==> src/rtl/uart_rx_param.sv <==
// Parameterised UART receiver: 2-flop input synchroniser, mid-bit sampling,
// optional even/odd parity, 1 or 2 stop bits, frame/parity error flags.
module uart_rx_param #(
    parameter int CLKS_PER_BIT = 87,
    parameter int DATA_BITS    = 8,
    parameter int PARITY       = 0,
    parameter int STOP_BITS    = 1
) (
    input  logic                 i_clock,
    input  logic                 i_reset_n,
    input  logic                 i_RX_Serial,
    output logic [DATA_BITS-1:0] o_RX_Data,
    output logic                 o_RX_Done,
    output logic                 o_Parity_Err,
    output logic                 o_Frame_Err,
    output logic                 o_RX_Busy
);

    localparam int              CNT_W     = $clog2(CLKS_PER_BIT) + 1;
    localparam logic [CNT_W-1:0] BIT_LAST  = CNT_W'(CLKS_PER_BIT - 1);
    localparam logic [CNT_W-1:0] HALF_BIT  = CNT_W'(CLKS_PER_BIT / 2);
    localparam logic [CNT_W-1:0] CNT_ONE   = CNT_W'(1);
    localparam logic [3:0]       DATA_LAST = 4'(DATA_BITS - 1);
    localparam logic [3:0]       STOP_LAST = 4'(STOP_BITS - 1);

    typedef enum logic [2:0] {
        S_IDLE, S_START, S_DATA, S_PAR, S_STOP, S_DONE
    } state_t;

    state_t               state_reg;
    logic                 rx_meta_reg;
    logic                 rx_sync_reg;
    logic [CNT_W-1:0]     clk_cnt_reg;
    logic [3:0]           bit_cnt_reg;
    logic [DATA_BITS-1:0] shift_reg;
    logic                 parity_bit_reg;
    logic                 frame_err_reg;
    logic                 wait_high_reg;
    logic                 parity_calc;

    assign parity_calc = (^shift_reg) ^ parity_bit_reg;
    assign o_RX_Busy   = (state_reg != S_IDLE);

    always_ff @(posedge i_clock or negedge i_reset_n) begin
        if (!i_reset_n) begin
            state_reg      <= S_IDLE;
            rx_meta_reg    <= 1'b1;
            rx_sync_reg    <= 1'b1;
            clk_cnt_reg    <= '0;
            bit_cnt_reg    <= '0;
            shift_reg      <= '0;
            parity_bit_reg <= 1'b0;
            frame_err_reg  <= 1'b0;
            // After reset the line must be seen idle before a start bit is
            // accepted, so a frame cut by reset is never half-received.
            wait_high_reg  <= 1'b1;
            o_RX_Data      <= '0;
            o_RX_Done      <= 1'b0;
            o_Parity_Err   <= 1'b0;
            o_Frame_Err    <= 1'b0;
        end else begin
            rx_meta_reg <= i_RX_Serial;
            rx_sync_reg <= rx_meta_reg;
            o_RX_Done   <= 1'b0;
            case (state_reg)
                S_IDLE: begin
                    clk_cnt_reg   <= '0;
                    bit_cnt_reg   <= '0;
                    frame_err_reg <= 1'b0;
                    if (wait_high_reg) begin
                        if (rx_sync_reg) wait_high_reg <= 1'b0;
                    end else if (!rx_sync_reg) begin
                        state_reg <= S_START;
                    end
                end
                S_START: begin
                    if (clk_cnt_reg == HALF_BIT) begin
                        clk_cnt_reg <= '0;
                        state_reg   <= rx_sync_reg ? S_IDLE : S_DATA;
                    end else begin
                        clk_cnt_reg <= clk_cnt_reg + CNT_ONE;
                    end
                end
                S_DATA: begin
                    if (clk_cnt_reg == BIT_LAST) begin
                        clk_cnt_reg <= '0;
                        shift_reg   <= {rx_sync_reg, shift_reg[DATA_BITS-1:1]};
                        if (bit_cnt_reg == DATA_LAST) begin
                            bit_cnt_reg <= '0;
                            state_reg   <= (PARITY != 0) ? S_PAR : S_STOP;
                        end else begin
                            bit_cnt_reg <= bit_cnt_reg + 4'd1;
                        end
                    end else begin
                        clk_cnt_reg <= clk_cnt_reg + CNT_ONE;
                    end
                end
                S_PAR: begin
                    if (clk_cnt_reg == BIT_LAST) begin
                        clk_cnt_reg    <= '0;
                        parity_bit_reg <= rx_sync_reg;
                        state_reg      <= S_STOP;
                    end else begin
                        clk_cnt_reg <= clk_cnt_reg + CNT_ONE;
                    end
                end
                S_STOP: begin
                    if (clk_cnt_reg == BIT_LAST) begin
                        clk_cnt_reg <= '0;
                        if (!rx_sync_reg) frame_err_reg <= 1'b1;
                        if (bit_cnt_reg == STOP_LAST) begin
                            // A low last stop bit may be a break: hold off
                            // re-arming until the line goes high again.
                            wait_high_reg <= ~rx_sync_reg;
                            state_reg     <= S_DONE;
                        end else begin
                            bit_cnt_reg <= bit_cnt_reg + 4'd1;
                        end
                    end else begin
                        clk_cnt_reg <= clk_cnt_reg + CNT_ONE;
                    end
                end
                S_DONE: begin
                    o_RX_Done   <= 1'b1;
                    o_RX_Data   <= shift_reg;
                    o_Frame_Err <= frame_err_reg;
                    if (PARITY == 1)
                        o_Parity_Err <= parity_calc;
                    else if (PARITY == 2)
                        o_Parity_Err <= ~parity_calc;
                    else
                        o_Parity_Err <= 1'b0;
                    state_reg <= S_IDLE;
                end
                default: state_reg <= S_IDLE;
            endcase
        end
    end

endmodule

==> config.mk <==
export PLATFORM = sky130hd
export DESIGN_NAME = uart_rx_param
export DESIGN_NICKNAME = d
export VERILOG_FILES = /design/src/rtl/uart_rx_param.sv
export SDC_FILE = /design/constraint.sdc
export NUM_CORES = 1
export LEC_CHECK = 0
export BUFFER_PORTS_ARGS = -buffer_cell sky130_fd_sc_hd__buf_2
export CORE_ASPECT_RATIO = 0.8
export CORE_MARGIN = 2
export CORE_UTILIZATION = 56
export DETAILED_ROUTE_END_ITERATION = 8
export PLACE_DENSITY_LB_ADDON = 0.12
export SYNTH_ARGS = -nofsm -noshare
export SYNTH_HDL_FRONTEND = slang
export SYNTH_SLANG_ARGS = --single-unit
==> constraint.sdc <==
create_clock -name i_clock -period 3.3 [get_ports i_clock]
set_clock_uncertainty 0.15 [all_clocks]
set_input_delay 0.165 -clock i_clock [delete_from_list [all_inputs] [get_ports i_clock]]
set_output_delay 0.165 -clock i_clock [all_outputs]
set_load 0.02 [all_outputs]
==> run metrics, run 1 <==
internal reg-to-reg setup slack=1.08 ns; setup violators final=0; number of placed cells counting well taps=214; standby leakage power=0.992 nW; Die X-Extent=68.7 µm; filler cell count in the final layout=246; vias in the first global route=1281; Synth-to-Final Area Change=10.1%; buffers added on ports=13; Worst-Margin Slew=0.797 ns; category of the most critical setup path=reg2reg; placement row count=18; maximum number of pins on one net before global-route repair=38; final number of hold-violating endpoints=0; setup bufs post-CTS=0; area of the mapped netlist=0.00188 mm²; Post-DRT Antenna Nets=0; status=complete, no violations; cells after synthesis=166; final cell area excluding filler cells=0.00207 mm²; total track usage=21.9%; Chip Height=55.8 µm; antenna violations before repair=0; routed metal-1 wire length=1670 µm; Detailed Place HPWL=2580 µm; post-route DRC violation count=0; fraction of final layout cells with drive strength greater than 1=28.3%; buffer levels on the longest clock path=2; effective utilization at floorplan=59.5%; number of buffers created by CTS=5; uppermost layer routed=met4; CTS tree=built; met2 wire length=1740 µm; worst hold path stage count=0; Power per Cell Area=639 mW/mm²; detailed-route vias per instance=5.87; post-route minimum period=2.22 ns; crit path DAT=2.23 ns; master cell of the clock root buffer=sky130_fd_sc_hd__clkbuf_8; largest fanout on the critical path=5; setup_tns=0 ns; final critical-path share of the clock period=67.2%; type of the tightest min-delay check=reg2reg; critical path endpoint category=flip-flop; global-route wire length before repair=6240 µm; worst skew pair latency=0.28 ns; number of clock sinks=37; Unique masters post-synth=50; violation count after the first detailed-route iteration=133; synthesized flop and latch total=37; net count of the mapped netlist=173; flip-flop and latch area=930 µm²; Detailed Routing Iterations Pass 1=4; number of antenna cells inserted=0; number of nets in the layout=190; clock input transition at the sequential cells of the worst setup and hold paths=0.07 ns; I/O pin cnt=15; Routability Congestion=0.899; mean routed wirelength per cell=16.0 µm; core area=0.00315 mm²; average cell area after synthesis=11.3 µm²; total wire length=3580 µm; combined area of the multi-input logic cells=878 µm²; count of max-cap constraint violations=0; area enclosed by the die boundary=0.00383 mm²; fraction of the yosys area taken by sequential cells=49.5%; worst hold start=rx_meta_reg; CP Data Required Time=3.31 ns; Worst Hold Endpoint=rx_sync_reg; worst ir drop on vdd=0.466 mV; length in cells of the worst reg-to-reg path=6; Post-Layout Cell Count=224; Remaining Overflow, GRT=0; area post-placement=0.00196 mm²; max_slew headroom=46.9%; reg2reg start=bit_cnt_reg[0]; met3 wire length=125 µm; number of max-slew violations in the final report=0; Highest Clock Rate=451 MHz; count of yosys warnings during synthesis=0; destination of the worst register-to-register timing path=state_reg[2]; count of vias placed by the detailed router=1314; element type at the critical path start=flip-flop; RSZ-0062 raised after global routing=no; H-tree depth=2
## worst max path at each step
| stage | from | endpoint | slack [ns] | cells past startpoint |
|---|---|---|---|---|
| 6_report | bit_cnt_reg[0] | state_reg[2] | 1.08 | 6 |
| 3_5_place_dp | bit_cnt_reg[0] | state_reg[0] | 1.10 | 6 |
| 2_1_floorplan | bit_cnt_reg[0] | state_reg[0] | 1.29 | 6 |
| 3_3_place_gp | clk_cnt_reg[0] | bit_cnt_reg[0] | 1.17 | 6 |
| 4_1_cts | bit_cnt_reg[0] | state_reg[2] | 1.08 | 6 |
| 5_1_grt | clk_cnt_reg[0] | state_reg[2] | 0.97 | 6 |
## metal layers
metal	vias up	track usage [%]
li1	631	-
met1	647	31.1
met2	31	32.8
met3	5	4.86
met4	0	7.56
met5	-	0
## report_power, final
part           switching, W  total (W)  internal (W)
Clock              0.000150   0.000320      0.000170
Sequential        0.0000710   0.000563      0.000492
Combinational      0.000256   0.000438      0.000182
## placed cells by master, fill, tap and decap left out, types with 3 or more instances in the layout
master,n
sky130_fd_sc_hd__a21oi_1,5
sky130_fd_sc_hd__ha_1,4
sky130_fd_sc_hd__dfstp_2,3
sky130_fd_sc_hd__nor2_1,12
sky130_fd_sc_hd__clkbuf_8,6
sky130_fd_sc_hd__inv_1,9
sky130_fd_sc_hd__nand3_1,6
sky130_fd_sc_hd__o22ai_1,3
sky130_fd_sc_hd__nand2_1,12
sky130_fd_sc_hd__o21ai_0,6
sky130_fd_sc_hd__dfrtp_1,34
sky130_fd_sc_hd__and2_1,3
sky130_fd_sc_hd__buf_2,13
sky130_fd_sc_hd__mux2_2,20
## Yosys cell counts, drive strengths merged
master | instances | area share [%]
a41oi | 1 | 0.87
nor3b | 4 | 2.1
dfrtp | 34 | 45
o21bai | 1 | 0.40
mux2 | 21 | 13
and4b | 1 | 0.53
nand4 | 1 | 0.33
o211a | 1 | 0.53
dfstp | 3 | 4.2
inv | 9 | 1.8
buf | 4 | 1.7
or4 | 1 | 0.60
a22o | 1 | 0.47
clkbuf | 1 | 0.20
nand2b | 2 | 0.67
nand3 | 6 | 1.6
xor2 | 1 | 0.47
nor4 | 3 | 1.8
o221ai | 1 | 0.80
nor3 | 2 | 0.53
o22ai | 3 | 1.0
or3 | 1 | 0.33
o211ai | 1 | 0.40
o21ai | 6 | 1.6
and2 | 3 | 1.0
ha | 4 | 2.7
nand4b | 1 | 0.47
nand3b | 2 | 0.80
nor2 | 12 | 2.4
or2 | 1 | 0.33
or3b | 4 | 2.0
conb | 1 | 0.20
a211o | 1 | 0.47
mux2i | 2 | 1.1
a21boi | 1 | 0.40
xnor2 | 2 | 0.93
a21oi | 5 | 1.3
nand2 | 12 | 2.4
o31ai | 1 | 0.40
a31oi | 1 | 0.33
a22oi | 3 | 1.5
o41ai | 1 | 0.47
## worst max-delay path, stage by stage (launching register included)
cell and delay (ns):
sky130_fd_sc_hd__dfrtp_1 0.42, sky130_fd_sc_hd__inv_1 0.07, sky130_fd_sc_hd__ha_1 0.14, sky130_fd_sc_hd__or3b_1 0.40
sky130_fd_sc_hd__o211a_1 0.26, sky130_fd_sc_hd__nor4_4 0.27, sky130_fd_sc_hd__mux2_2 0.39
## metrics by stage
step / util [%] / total power [W] / worst slack (ns) / hold WS, ns
global route: 65.6 / 0.00141 / 0.968 / 0.214
CTS: 65.6 / 0.00133 / 1.08 / 0.210
floorplan: - / 0.000913 / 1.29 / -0.281
global placement: 62.1 / 0.000988 / 1.17 / 0.123
finish: 65.6 / 0.00132 / 1.08 / 0.207
detailed placement: 62.1 / 0.00100 / 1.10 / 0.121
## cells by family (layout without fill, tap and decap cells)
logic type	after synthesis	after routing	share of synthesized area, %
buffers and inverters	14	32	3.67
adders and majority gates	4	4	2.67
AOI/OAI and AO/OA	28	28	10.9
other	1	1	0.200
and+or+nand+nor	56	56	17.9
muxes	23	23	13.7
DFF	37	37	49.5
xor gates and xnor gates	3	3	1.40
## cell type report
class | instances | area share [%]
repair buffers | 15 | 4.12
multi-input cells | 115 | 42.5
flip-flops and latches | 37 | 45.0
well taps | 40 | 2.42
clock buffers | 8 | 4.36
inverters | 9 | 1.63
## what timing repair did
| item | in CTS | in global routing |
|---|---|---|
| hold buffers | 2 | 0 |
| endpoints found under the hold margin | 35 | 0 |
| gates resized for setup | 0 | 0 |
Note: power is estimated with default switching activity, not from simulation.
==> run 2, diff against run 1 <==
--- a/config.mk
+++ b/config.mk
@@ -8,7 +8,7 @@
 export BUFFER_PORTS_ARGS = -buffer_cell sky130_fd_sc_hd__buf_2
 export CORE_ASPECT_RATIO = 0.8
 export CORE_MARGIN = 2
-export CORE_UTILIZATION = 56
+export CORE_UTILIZATION = 53
 export DETAILED_ROUTE_END_ITERATION = 8
 export PLACE_DENSITY_LB_ADDON = 0.12
 export SYNTH_ARGS = -nofsm -noshare
==> constraint.sdc (replaced) <==
create_clock -name i_clock -period 2 [get_ports i_clock]
set_clock_uncertainty 0.15 [all_clocks]
set_input_delay 0.1 -clock i_clock [delete_from_list [all_inputs] [get_ports i_clock]]
set_output_delay 0.1 -clock i_clock [all_outputs]
set_load 0.02 [all_outputs]
==> run 2 against run 1 <==
  * Via count up 3.9%
  * Register-to-register slack worse by 1.2 ns
  * Utilization is 2.2 points higher
  * Clock-buffer cell count shrank 2
  * Critical path depth unchanged
  * Largest cell class unchanged
  * The run now ends with setup timing left
  * Die area is 5.3% higher
  * Maximum frequency up 6.8%
  * Highest routed layer unchanged
  * Sequential share of layout area fell by 4.6 points
  * Sequential power rose by 53%
  * Sequential cell count is the same
==> run metrics, run 2 (same netlist as run 1, synthesis figures left out) <==
clock input transition at the sequential cells of the worst setup and hold paths=0.07 ns (about the same); power share of the sequential group=33.4% (-9.2 points); number of nets in the layout=211 (+11%); largest fanout on the critical path=3 (-2); global-route wire length before repair=6540 µm (+4.9%); CTS tree=built; Routability Congestion=0.842 (-6.4%); mean routed wirelength per cell=14.9 µm (-6.9%); fin util=67.7% (+2.2 points); total power draw=0.00258 W (+96%); count of max-cap constraint violations=0 (unchanged); Synth-to-Final Area Change=22.7%; vias in the first global route=1379 (+7.7%); Setup WS post-layout=-0.0776 ns (-1.16 ns); Gate power share=40.8% (+7.6 points); number of antenna cells inserted=0 (unchanged); number of clock sinks=37 (unchanged); total track usage=20.9% (-0.96 points); maximum number of pins on one net before global-route repair=38 (unchanged); most used cells in the layout excluding fill and tap cells=34 x sky130_fd_sc_hd__dfrtp_1, 21 x sky130_fd_sc_hd__buf_4, 18 x sky130_fd_sc_hd__mux2_2; internal reg-to-reg setup slack=-0.08 ns (-1.16 ns); area post-placement=0.00210 mm² (+7.4%); post-place setup slack=-0.160 ns (-1.26 ns); category of the most critical setup path=reg2reg; leading cell type in the layout, fill and taps excluded=sky130_fd_sc_hd__dfrtp_1; element type at the critical path start=flip-flop; RSZ-0062 raised after global routing=yes; critical path endpoint category=flip-flop; post-route minimum period=2.08 ns (-0.141 ns); fraction of final layout cells with drive strength greater than 1=40.5% (+12 points); final number of hold-violating endpoints=0 (unchanged); area enclosed by the die boundary=0.00404 mm² (+5.3%); violated checks=setup timing; final cell area excluding filler cells=0.00230 mm² (+11%); Highest Clock Rate=481 MHz (+6.8%); max_slew headroom=46.7% (-0.20 points); switching power as a share of total power=33.6% (-2.5 points); Chip Height=57.2 µm (+2.6%); antenna violations before repair=0 (unchanged); count of vias placed by the detailed router=1365 (+3.9%); buffers added on ports=13 (unchanged); buffer levels on the longest clock path=2 (unchanged); type of the tightest min-delay check=reg2reg; CP Data Required Time=2.02 ns (-1.29 ns); number of placed cells counting well taps=235 (+9.8%); Post-DRT Antenna Nets=0 (unchanged); switching power summed over all nets=0.000868 W (+82%); Remaining Overflow, GRT=0 (unchanged); Die X-Extent=70.5 µm (+2.6%); post-route DRC violation count=0 (unchanged); core area=0.00340 mm² (+7.8%); portion of total power attributed to the clock network=25.9% (+1.7 points); Post-Layout Cell Count=247 (+10%); worst skew pair latency=0.29 ns (about the same); Worst-Margin Slew=0.800 ns (+0.00305 ns); final critical-path share of the clock period=104% (+37 points); total wire length=3680 µm (+2.7%); crit path DAT=2.10 ns (-0.13 ns); I/O pin cnt=15 (unchanged); Power per Cell Area=1120 mW/mm² (+76%); detailed-route vias per instance=5.53 (-5.8%); effective utilization at floorplan=55.2% (-4.3 points); number of max-slew violations in the final report=0 (unchanged); violation count after the first detailed-route iteration=112 (-16%); status=complete, but fails checks; placement row count=19 (+1); Detailed Routing Iterations Pass 1=5 (+1); master cell of the clock root buffer=sky130_fd_sc_hd__clkbuf_8; worst ir drop on vdd=0.714 mV (+53%); standby leakage power=1.12 nW (+13%); H-tree depth=2 (unchanged); Detailed Place HPWL=2660 µm (+3.1%); length in cells of the worst reg-to-reg path=6 (unchanged); internal power=0.00172 W (+100%); setup violators final=2 (+2); worst hold path stage count=0 (unchanged); number of buffers created by CTS=5 (unchanged)
-- run 2: cell count changes in the layout (fill, tap and decap cells not counted), sizes merged --
cell	before	now
clkbuf	8	6
buf	13	34
bufinv	0	1
clkinvlp	0	1
-- run 2: power by group through the flow --
stage                     logic [W]  clock network, W  registers [W]
after global placement     0.000926                 0       0.000873
final                       0.00105          0.000669       0.000861
after global routing        0.00116          0.000721       0.000870
after CTS                   0.00102          0.000689       0.000860
after detailed placement   0.000951                 0       0.000879
after floorplan            0.000642                 0       0.000866
-- run 2: stage by stage --
step	hold WS (ns)	TNS, ns
2_1_floorplan	-0.346	-0.0208
3_3_place_gp	0.0582	-0.105
3_5_place_dp	0.0636	-0.405
4_1_cts	0.216	-0.104
5_1_grt	0.223	-0.413
6_report	0.212	-0.101
-- run 2: routing by layer --
layer	global-route usage (%)	up-vias	part of all wire, %
li1	-	668	-
met1	28.8	669	48
met2	33.3	21	47
met3	4.77	7	3.0
met4	7.28	0	1.7
met5	0	-	0
-- run 2: final timing paths --
| path | start | to |
|---|---|---|
| setup / recovery | bit_cnt_reg[0] | state_reg[2] |
| hold / removal | rx_meta_reg | rx_sync_reg |
| max in group asynchronous | i_reset_n | state_reg[2] |
| setup reg to reg | bit_cnt_reg[0] | state_reg[2] |
| min in group asynchronous | i_reset_n | o_RX_Data[2] |
| hold reg to reg | rx_meta_reg | rx_sync_reg |
-- run 2: what timing repair did --
item                                    in CTS  in global routing
gates resized for setup                      7                  6
pin swaps                                    0                  1
endpoints found under the hold margin       35                  0
buffers inserted                             2                  0
endpoints found under the setup margin       4                 17
hold buffers                                 2                  0
-- run 2: final cells by class --
type                       instances  area [µm²]
fill                             247        1100
multi-input combinational        115         923
timing repair buffer              36         243
inverter                           9        33.8
sequential                        37         930
clock inverter                     2        37.5
clock buffer                       6        82.6
tap                               42        52.6
-- run 2: worst max-delay path: stages (launching register included) --
cell	delay, ns
sky130_fd_sc_hd__dfrtp_1	0.39
sky130_fd_sc_hd__inv_2	0.07
sky130_fd_sc_hd__ha_4	0.12
sky130_fd_sc_hd__or3b_4	0.37
sky130_fd_sc_hd__o211a_1	0.25
sky130_fd_sc_hd__nor4_4	0.23
sky130_fd_sc_hd__mux2_2	0.38
